[config.mk]
export PLATFORM = sky130hd
export DESIGN_NAME = write_controller
export DESIGN_NICKNAME = d
export VERILOG_FILES = /design/src/rtl/buffer_ctrl_pkg.sv /design/src/rtl/wrap_counter.sv /design/src/rtl/write_controller.sv
export SDC_FILE = /design/constraint.sdc
export NUM_CORES = 1
export LEC_CHECK = 0
export CAP_MARGIN = 5
export CORE_AREA = 2 2 39 41
export DETAILED_ROUTE_END_ITERATION = 6
export DIE_AREA = 0 0 41 43
export GPL_ROUTABILITY_DRIVEN = 0
export PLACE_DENSITY = 0.49
export SLEW_MARGIN = 0
export SYNTH_ARGS = -nofsm -noshare
export SYNTH_HDL_FRONTEND = slang
export SYNTH_SLANG_ARGS = --single-unit
[constraint.sdc]
create_clock -name clk -period 2.3 [get_ports clk]
set_input_delay 0.69 -clock clk [delete_from_list [all_inputs] [get_ports clk]]
set_output_delay 0.69 -clock clk [all_outputs]
set_load 0.01 [all_outputs]
[src/rtl/buffer_ctrl_pkg.sv]
// Shared definitions for the circular-buffer read/write controllers.
// Holds the controller state encoding, default geometry and pointer constants.
// No logic; imported by write_controller and, later, the read-side controller.
package buffer_ctrl_pkg;

  // Two-bit controller state; all four encodings are used.
  typedef enum logic [1:0] {
    IDLE    = 2'b00,
    LOAD    = 2'b01,
    COMMIT  = 2'b10,
    RELEASE = 2'b11
  } state_t;

  localparam int DEFAULT_DEPTH  = 8;
  localparam int DEFAULT_ADDR_W = 3;
  localparam int DEFAULT_OVF_W  = 4;

  // Pointer step shared by both sides of the buffer.
  localparam int PTR_STEP = 1;

endpackage

[src/rtl/wrap_counter.sv]
// Modulo-MOD up-counter used for the buffer write (and later read) pointer.
// Ports: clk, rst (async active-high), inc (advance by one), q (count).
// q updates on the edge after inc=1 and wraps MOD-1 -> 0.
module wrap_counter #(
  parameter int WIDTH = 3,
  parameter int MOD   = 8
) (
  input  logic             clk,
  input  logic             rst,
  input  logic             inc,
  output logic [WIDTH-1:0] q
);

  localparam logic [WIDTH-1:0] LAST = WIDTH'(MOD - 1);

  always_ff @(posedge clk or posedge rst) begin
    if (rst) begin
      q <= '0;
    end else if (inc) begin
      q <= (q == LAST) ? '0 : q + WIDTH'(buffer_ctrl_pkg::PTR_STEP);
    end
  end

endmodule

[src/rtl/write_controller.sv]
// Write-side control FSM for the circular buffer: one write per w_en request.
// Ports: clk, rst, w_en, full in; ready, w_mem, w_cnt, w_addr out;
//        ovf_cnt out only when WRITE_CTRL_OVF_CNT_EN is defined.
// A request is taken from IDLE (LOAD strobes, COMMIT bumps the pointer);
// a held w_en parks in RELEASE. All outputs are registered.
module write_controller
  import buffer_ctrl_pkg::*;
#(
  parameter int DEPTH  = DEFAULT_DEPTH,
  parameter int ADDR_W = DEFAULT_ADDR_W,
  parameter int OVF_W  = DEFAULT_OVF_W
) (
  input  logic              clk,
  input  logic              rst,
  input  logic              w_en,
  input  logic              full,
  output logic              ready,
  output logic              w_mem,
  output logic              w_cnt,
  output logic [ADDR_W-1:0] w_addr
`ifdef WRITE_CTRL_OVF_CNT_EN
  ,
  output logic [OVF_W-1:0]  ovf_cnt
`endif
);

  // Elaboration-time sanity check of the geometry.
  generate
    if (DEPTH < 2 || DEPTH != (1 << ADDR_W) || OVF_W < 1) begin : g_bad_cfg
      $error("write_controller: DEPTH must be 2**ADDR_W (>=2) and OVF_W >= 1");
    end
  endgenerate

  state_t state;

  // Strobes are computed from the next state so they line up with it.
  always_ff @(posedge clk or posedge rst) begin
    if (rst) begin
      state <= IDLE;
      ready <= 1'b0;
      w_mem <= 1'b0;
      w_cnt <= 1'b0;
    end else begin
      ready <= 1'b0;
      w_mem <= 1'b0;
      w_cnt <= 1'b0;
      case (state)
        IDLE: begin
          if (w_en && !full) begin
            state <= LOAD;
            ready <= 1'b1;
            w_mem <= 1'b1;
          end
        end
        LOAD: begin
          state <= COMMIT;
          w_cnt <= 1'b1;
        end
        COMMIT: begin
          state <= w_en ? RELEASE : IDLE;
        end
        RELEASE: begin
          if (!w_en) state <= IDLE;
        end
        default: state <= IDLE;
      endcase
    end
  end

  // w_cnt is high exactly during COMMIT, so the pointer moves at its end.
  wrap_counter #(
    .WIDTH (ADDR_W),
    .MOD   (DEPTH)
  ) u_wptr (
    .clk (clk),
    .rst (rst),
    .inc (w_cnt),
    .q   (w_addr)
  );

`ifdef WRITE_CTRL_OVF_CNT_EN
  // One count per refused request: counted stays set until w_en drops.
  logic counted;

  always_ff @(posedge clk or posedge rst) begin
    if (rst) begin
      ovf_cnt <= '0;
      counted <= 1'b0;
    end else if (!w_en) begin
      counted <= 1'b0;
    end else if (state == IDLE && full && !counted) begin
      counted <= 1'b1;
      if (ovf_cnt != {OVF_W{1'b1}}) ovf_cnt <= ovf_cnt + 1'b1;
    end
  end
`endif

endmodule

Word-level counts from Yosys, hierarchy flattened
Index checks and enable logic that the tools add are counted.

word-level totals
  flip-flop bits (word level) = 7
  input port bits = 4
  output and inout bits = 6

operators by class
  add/sub/neg operators = 1
  equal/unequal tests = 6
  multiplexer cells = 8
  reductions and logical operators = 4

operators with widths
  operator                                       number
  case mux 2 bit (4 select lines)                1
  two-way mux 2 bit                              3
  == test 2 bit, second input constant           2
  inequality test 2 bit, second input constant   2
  adder 3 x 1 -> 3 bit, second input constant    1
  == test 3 bit, second input constant           1
  two-way mux 1 bit                              3
  two-way mux 3 bit                              1
  == test 2 x 1 -> 1 bit, second input constant  1
  logical NOT 2 bit                              1
  AND reduction 2 bit                            1
  logical AND 1 bit                              1
  logical NOT 1 bit                              1

Logic depth before layout (Yosys ltp)
Gate-level depths: netlist of run 1.

  depth in word-level cells = 4
  gate-level depth with buffers = 4
  gate-level depth less buffers = 4

Modules after synthesis
Synthesis of run 1 repeated with hierarchy kept, for this count alone.

second synthesis, totals
  cell total of the unflattened synthesis = 23
  area, all modules = 297.8 um^2

modules (own cells, without submodules)
  module            times used  cells an instance  area an instance (um^2)  seq. area each (um^2)
  write_controller  1           11                 153.9                    100.1
  wrap_counter      1           12                 143.9                    75.1

Worst setup path before layout of run 1
No wires, ideal clock.

  kind = reg2reg
  start point = register u_wptr.q[0]
  end point = register u_wptr.q[2]
  library setup time = 0.125 ns
  arrival = 1.123 ns
  data required time = 2.175 ns
  setup slack = 1.052 ns
  stages on the path, launching flop included = 4
  clock period less this slack = 1.248 ns
  cells stage by stage = dfrtp_1 > ha_1 > ha_1 > mux2_2

between the ends
  longest elaborated chain between the ends = 2
  elaborated cells on any way between the ends = 3

ends and longest elaborated chain
  element                                                       line                source
  from (decl)                                                   wrap_counter.sv:11  output logic [WIDTH-1:0] q
  from (signal assigned)                                        wrap_counter.sv:20  q <= (q == LAST) ? '0 : q + WIDTH'(buffer_ctrl_pkg::PTR_STEP);
  adder 3 x 1 -> 3 bit / == test 3 bit (equally long branches)  wrap_counter.sv:20
  two-way mux 3 bit (*)                                         wrap_counter.sv:20

Every way passes the cells marked *; elsewhere a longest branch is shown, timed or not.
A chain may end at the register's enable or synchronous reset.

Final worst setup path of run 1
  start point = register w_cnt
  end point = output w_cnt

RTL lines
  element                 line                    source
  from (decl)             write_controller.sv:19  output logic w_cnt,
  from (signal assigned)  write_controller.sv:42  w_cnt <= 1'b0;
  from (signal assigned)  write_controller.sv:46  w_cnt <= 1'b0;
  from (signal assigned)  write_controller.sv:57  w_cnt <= 1'b1;

No word-level cell between the ends.

==> results.sh, run 1 <==
export IMPL_die_w_um=41
export IMPL_multi_input_comb_area_um2=104
export IMPL_dpl_hpwl_um=435
export IMPL_synth_top_area_share_pct=59.6
export IMPL_grt_max_degree=8
export IMPL_grt_pass1_wl_um=979
export IMPL_cts_path_max_buffers=2
export IMPL_hp_start="state[0]"
export IMPL_critPathBufInv=1
export IMPL_rsz0062_at_grt="false"
export IMPL_antenna_found_initial=0
export IMPL_switching_share_pct=30.1
export IMPL_final_min_clock_period_ns=1.91
export IMPL_r2r_slack_ns=1.07
export IMPL_r2r_end="u_wptr.q[2]"
export IMPL_cp_required_ns=1.61
export IMPL_fin_skew_ns=0.00340
export IMPL_final_layout_size_suffix_gt1_share_pct=20.6
export IMPL_grt_pass1_vias=253
export IMPL_cts_htree_levels=1
export IMPL_cp_max_fo=5
export IMPL_synth_cells=22
export IMPL_crit_cells=1
export IMPL_io_pins=10
export IMPL_start_util_pct=21.2
export IMPL_syn2layout_area_growth_pct=43.8
export IMPL_max_stage_delay_ns=0.56
export IMPL_clock_latency_ns=0.25
export IMPL_finalCritPeriodShare_pct=83.2
export IMPL_p_sw_w=0.000143
export IMPL_drt_pass1_iterations=2
export IMPL_ctsRootBufferMaster="clkbuf_4"
export IMPL_ys_seq_area_share_pct=59.6
export IMPL_power_leakage_nw=0.195
export IMPL_cts_sinks=7
export IMPL_ys_types=12
export IMPL_holdPathEnd="w_mem"
export IMPL_register_area_um2=175
export IMPL_track_usage_pct=8.90
export IMPL_maxCapViolCount=0
export IMPL_endpoint_kind="primary output"
export IMPL_setup_tns_ns=0
export IMPL_cts_tree="yes"
export IMPL_fmax_ghz=0.523
export IMPL_placeableCoreArea_um2=1380
export IMPL_synth_area_leaders="dfrtp_1 (60%), ha_1 (8.5%), mux2_2 (7.7%)"
export IMPL_hold_path_class="reg2reg"
export IMPL_grt_ovfl_total=0
export IMPL_seqPwrFrac_pct=41.8
export IMPL_path_delay_family="buffers and inverters"
export IMPL_start_kind="register"
export IMPL_final_cell_mix="clkdlybuf4s50_1 (9), dfrtp_1 (7), clkbuf_4 (3)"
export IMPL_powerDensity_nw_per_um2=1130
export IMPL_ys_ff_latch=7
export IMPL_worst_slack_ns=0.387
export IMPL_power_internal_w=0.000333
export IMPL_dieArea_um2=1760
export IMPL_r2r_cells=3
export IMPL_power_frac_clock_pct=23.4
export IMPL_holdPathStages=1
export IMPL_reg2reg_from="u_wptr.q[0]"
export IMPL_cts_made_buffers=3
export IMPL_drt_iter0_drc=3
export IMPL_drcViolationCount=0
export IMPL_postCtsSetupBuffers=0
export IMPL_wl_um=538
export IMPL_worst_pin_slew_ns=0.262
export IMPL_combPwrFrac_pct=34.8
export IMPL_viasPerCell=4.20
export IMPL_crit_path_top_delay_cell="clkdlybuf4s50_1"
export IMPL_crit_type="reg2out"
export IMPL_final_max_slew_viol_count=0
export IMPL_fillCellCount=144
export IMPL_synth_nets=28
export IMPL_hold_buffers=0
export IMPL_detail_route_antenna_nets=0
export IMPL_finalHoldViolCount=0
export IMPL_slew_headroom_pct=82.5
export IMPL_vdd_drop_max_uv=336
export IMPL_dpl_worst_slack_ns=0.644
export IMPL_via_count=210
export IMPL_synthesis_area_um2=294
export IMPL_post_drt_wl_per_cell_um=10.8
export IMPL_cts_resized=0
export IMPL_dieHeight_um=43
export IMPL_crit_chain="clkdlybuf4s50_1"
export IMPL_syn_area_per_cell_um2=13.4
export IMPL_ys_warn_count=0
export IMPL_io_buffers=9
export IMPL_clk_pin_slew_worst_paths_ns=0.05
export IMPL_row_count=14
export IMPL_status="finished, final reports clean"
export IMPL_fin_nets=41
export IMPL_layout_commonest_cell="clkdlybuf4s50_1"
export IMPL_setup_viol=0
export IMPL_synth_top_area_cell="dfrtp_1"
export IMPL_cp_arrival_ns=1.22
export IMPL_diodes=0
## metal layers
layer / wire, µm / track usage (%) / vias to the layer above
met5: 0 / 0 / -
met4: 13 / 6.00 / 0
met3: 49 / 4.71 / 2
met2: 273 / 13.4 / 12
met1: 201 / 8.88 / 100
li1: - / - / 96
## power groups by stage
stage / Sequential [W] / Combinational, W / Clock (W)
after floorplan: 0.000210 / 0.0000698 / 0
after global placement: 0.000196 / 0.000162 / 0
after global routing: 0.000205 / 0.000188 / 0.000126
final: 0.000199 / 0.000166 / 0.000111
after CTS: 0.000199 / 0.000171 / 0.000116
after detailed placement: 0.000201 / 0.000171 / 0
## layout make-up
class                   instances  area share, %
flip-flops and latches          7           41.4
multi-input cells              12           24.6
repair buffers                  9           21.3
clock buffers                   4           6.21
well taps                      16           4.73
inverters                       2           1.78
## worst max path at each step
stage,from,endpoint
3_5_place_dp,w_cnt,w_cnt
3_3_place_gp,w_cnt,w_cnt
2_1_floorplan,u_wptr.q[0],u_wptr.q[2]
5_1_grt,w_cnt,w_cnt
6_report,w_cnt,w_cnt
4_1_cts,w_cnt,w_cnt
## sequential cells by signal (all words and copies together), names as in the netlist
register	cells
u_wptr.q	3
state	2
w_cnt	1
w_mem	1
## synthesized netlist by cell type, drive strengths merged
cell and number:
nor2 2, dfrtp 7, nor2b 1, a21o 1, o21a 1, buf 1
nand2 1, mux2 2, ha 2, o22ai 1, inv 2, nor4b 1
## logic make-up after synthesis
group,Yosys count,share of synthesized area (%)
AOI/OAI and AO/OA,3,7.24
DFF,7,59.6
buffers and inverters,3,5.11
and+or+nand+nor,5,11.9
adders and majority gates,2,8.51
muxes,2,7.66
## stage by stage
step / util, % / instance area [µm²] / instances / total power (W) / hold slack (ns)
after floorplan: - / 294 / 22 / 0.000280 / 0.436
after global placement: 28.7 / 397 / 46 / 0.000358 / 0.460
after detailed placement: 28.7 / 397 / 46 / 0.000372 / 0.479
final: 30.6 / 423 / 50 / 0.000476 / 0.486
after CTS: 30.6 / 423 / 50 / 0.000486 / 0.489
after global routing: 30.6 / 423 / 50 / 0.000519 / 0.511
No activity file was read; power rests on OpenSTA's default activity.
==> run 2, diff against run 1 <==
--- a/config.mk
+++ b/config.mk
@@ -10,7 +10,7 @@
 export DETAILED_ROUTE_END_ITERATION = 6
 export DIE_AREA = 0 0 41 43
 export GPL_ROUTABILITY_DRIVEN = 0
-export PLACE_DENSITY = 0.49
+export PLACE_DENSITY = 0.5
 export SLEW_MARGIN = 0
 export SYNTH_ARGS = -nofsm -noshare
 export SYNTH_HDL_FRONTEND = slang
==> constraint.sdc (replaced) <==
create_clock -name clk -period 1.5 [get_ports clk]
set_input_delay 0.45 -clock clk [delete_from_list [all_inputs] [get_ports clk]]
set_output_delay 0.45 -clock clk [all_outputs]
set_load 0.01 [all_outputs]
==> run 2 against run 1 <==
Effect of this change: hold slack got worse by 0.062 ns; global-route usage grew 0.21 points; sequential power is 51% higher; clock power up 60%; core utilization stayed put; setup slack got worse by 0.30 ns; largest cell class unchanged.
==> results.sh, run 2 (synthesized netlist as in run 1, its figures left out) <==
export IMPL_clock_latency_ns=0.26
export IMPL_antenna_found_initial=0
export IMPL_path_delay_family="flip-flops"
export IMPL_syn2layout_area_growth_pct=43.8
export IMPL_ctsRootBufferMaster="clkbuf_4"
export IMPL_rsz0062_at_grt="false"
export IMPL_layout_commonest_cell="dfrtp_1"
export IMPL_drcViolationCount=0
export IMPL_final_min_clock_period_ns=1.41
export IMPL_io_buffers=9
export IMPL_grt_ovfl_total=0
export IMPL_final_cell_mix="dfrtp_1 (7), dlygate4sd2_1 (6), clkbuf_4 (3), clkdlybuf4s50_1 (3)"
export IMPL_cts_path_max_buffers=2
export IMPL_hold_buffers=0
export IMPL_start_util_pct=21.2
export IMPL_cts_sinks=7
export IMPL_largest_register_ffs=3
export IMPL_fillCellCount=149
export IMPL_crit_type="reg2out"
export IMPL_wl_um=566
export IMPL_register_area_um2=175
export IMPL_diodes=0
export IMPL_viasPerCell=4.14
export IMPL_reg2reg_from="u_wptr.q[0]"
export IMPL_drt_pass1_iterations=2
export IMPL_dpl_worst_slack_ns=0.120
export IMPL_dieArea_um2=1760
export IMPL_postCtsSetupBuffers=0
export IMPL_status="finished, final reports clean"
export IMPL_setup_viol=0
export IMPL_cp_arrival_ns=0.96
export IMPL_fin_skew_ns=0.00476
export IMPL_grt_max_degree=8
export IMPL_power_leakage_nw=0.218
export IMPL_start_kind="register"
export IMPL_r2r_cells=3
export IMPL_dieHeight_um=43
export IMPL_max_stage_delay_ns=0.41
export IMPL_detail_route_antenna_nets=0
export IMPL_grt_pass1_vias=201
export IMPL_final_layout_size_suffix_gt1_share_pct=22.9
export IMPL_r2r_end="u_wptr.q[2]"
export IMPL_via_count=211
export IMPL_cts_made_buffers=3
export IMPL_powerDensity_nw_per_um2=1670
export IMPL_worst_slack_ns=0.0909
export IMPL_setup_tns_ns=0
export IMPL_cts_htree_levels=1
export IMPL_crit_path_top_delay_cell="dfrtp_1"
export IMPL_fmax_ghz=0.710
export IMPL_multi_input_comb_area_um2=104
export IMPL_maxCapViolCount=0
export IMPL_endpoint_kind="primary output"
export IMPL_slew_headroom_pct=81.6
export IMPL_cts_resized=6
export IMPL_hold_path_class="in2async"
export IMPL_crit_chain="dlygate4sd2_1"
export IMPL_track_usage_pct=9.11
export IMPL_placeableCoreArea_um2=1380
export IMPL_top_register="u_wptr.q"
export IMPL_row_count=14
export IMPL_top_regs="u_wptr.q: 3 flops, state: 2 flops"
export IMPL_finalCritPeriodShare_pct=93.9
export IMPL_drt_iter0_drc=1
export IMPL_cp_max_fo=4
export IMPL_cts_tree="yes"
export IMPL_critPathBufInv=1
export IMPL_finalHoldViolCount=0
export IMPL_die_w_um=41
export IMPL_fin_nets=42
export IMPL_worst_pin_slew_ns=0.275
export IMPL_vdd_drop_max_uv=424
export IMPL_io_pins=10
export IMPL_cp_required_ns=1.05
export IMPL_final_max_slew_viol_count=0
export IMPL_clk_pin_slew_worst_paths_ns=0.06
export IMPL_r2r_slack_ns=0.25
export IMPL_grt_pass1_wl_um=931
export IMPL_post_drt_wl_per_cell_um=11.1
## run 2: cell count changes in the layout (fill, tap and decap cells not counted)
cell / before / now
clkdlybuf4s50_1: 9 / 3
buf_4: 0 / 1
dlygate4sd2_1: 0 / 6
## run 2: per-stage QoR
stage                     util (%)  cells  power, W  hold slack (ns)  cell area, µm²
final                         30.6     51  0.000705            0.424             423
after global routing          30.6     51  0.000780            0.444             423
after CTS                     30.6     51  0.000722            0.424             423
after detailed placement      29.2     47  0.000575            0.470             404
after global placement        29.2     47  0.000556            0.461             404
after floorplan                  -     22  0.000430            0.253             294
## run 2: worst max-delay path by stage
stage	startpoint	to	slack, ns	depth (start not counted)
final	u_wptr.q[0]	w_addr[0]	0.09	1
after global routing	u_wptr.q[0]	w_addr[0]	0.04	1
after CTS	u_wptr.q[0]	w_addr[0]	0.07	1
after detailed placement	u_wptr.q[0]	w_addr[0]	0.12	1
after global placement	u_wptr.q[0]	w_addr[0]	0.15	1
after floorplan	u_wptr.q[0]	u_wptr.q[2]	0.25	3
## run 2: worst register-to-register path: stages, from the launching register on
cell     delay [ns]
dfrtp_1        0.41
ha_1           0.21
ha_1           0.26
mux2_2         0.26
## run 2: routing by layer
metal  wire, µm  GRT usage, %  vias up
met1        251          11.6       95
met2        224          8.75       13
li1           -             -       99
met3         70          7.85        4
met5          0             0        -
met4         20          8.00        0
## run 2: where the power goes
part / switching (W) / internal (W)
registers: 0.0000520 / 0.000249
clock network: 0.0000756 / 0.000102
logic: 0.0000974 / 0.000129
## run 2: cell type report
cell class / count / area share, %
Multi-Input combinational cell: 12 / 24.6
Clock buffer: 4 / 6.21
Tap cell: 16 / 4.73
Inverter: 2 / 1.78
Timing Repair Buffer: 10 / 21.3
Sequential cell: 7 / 41.4
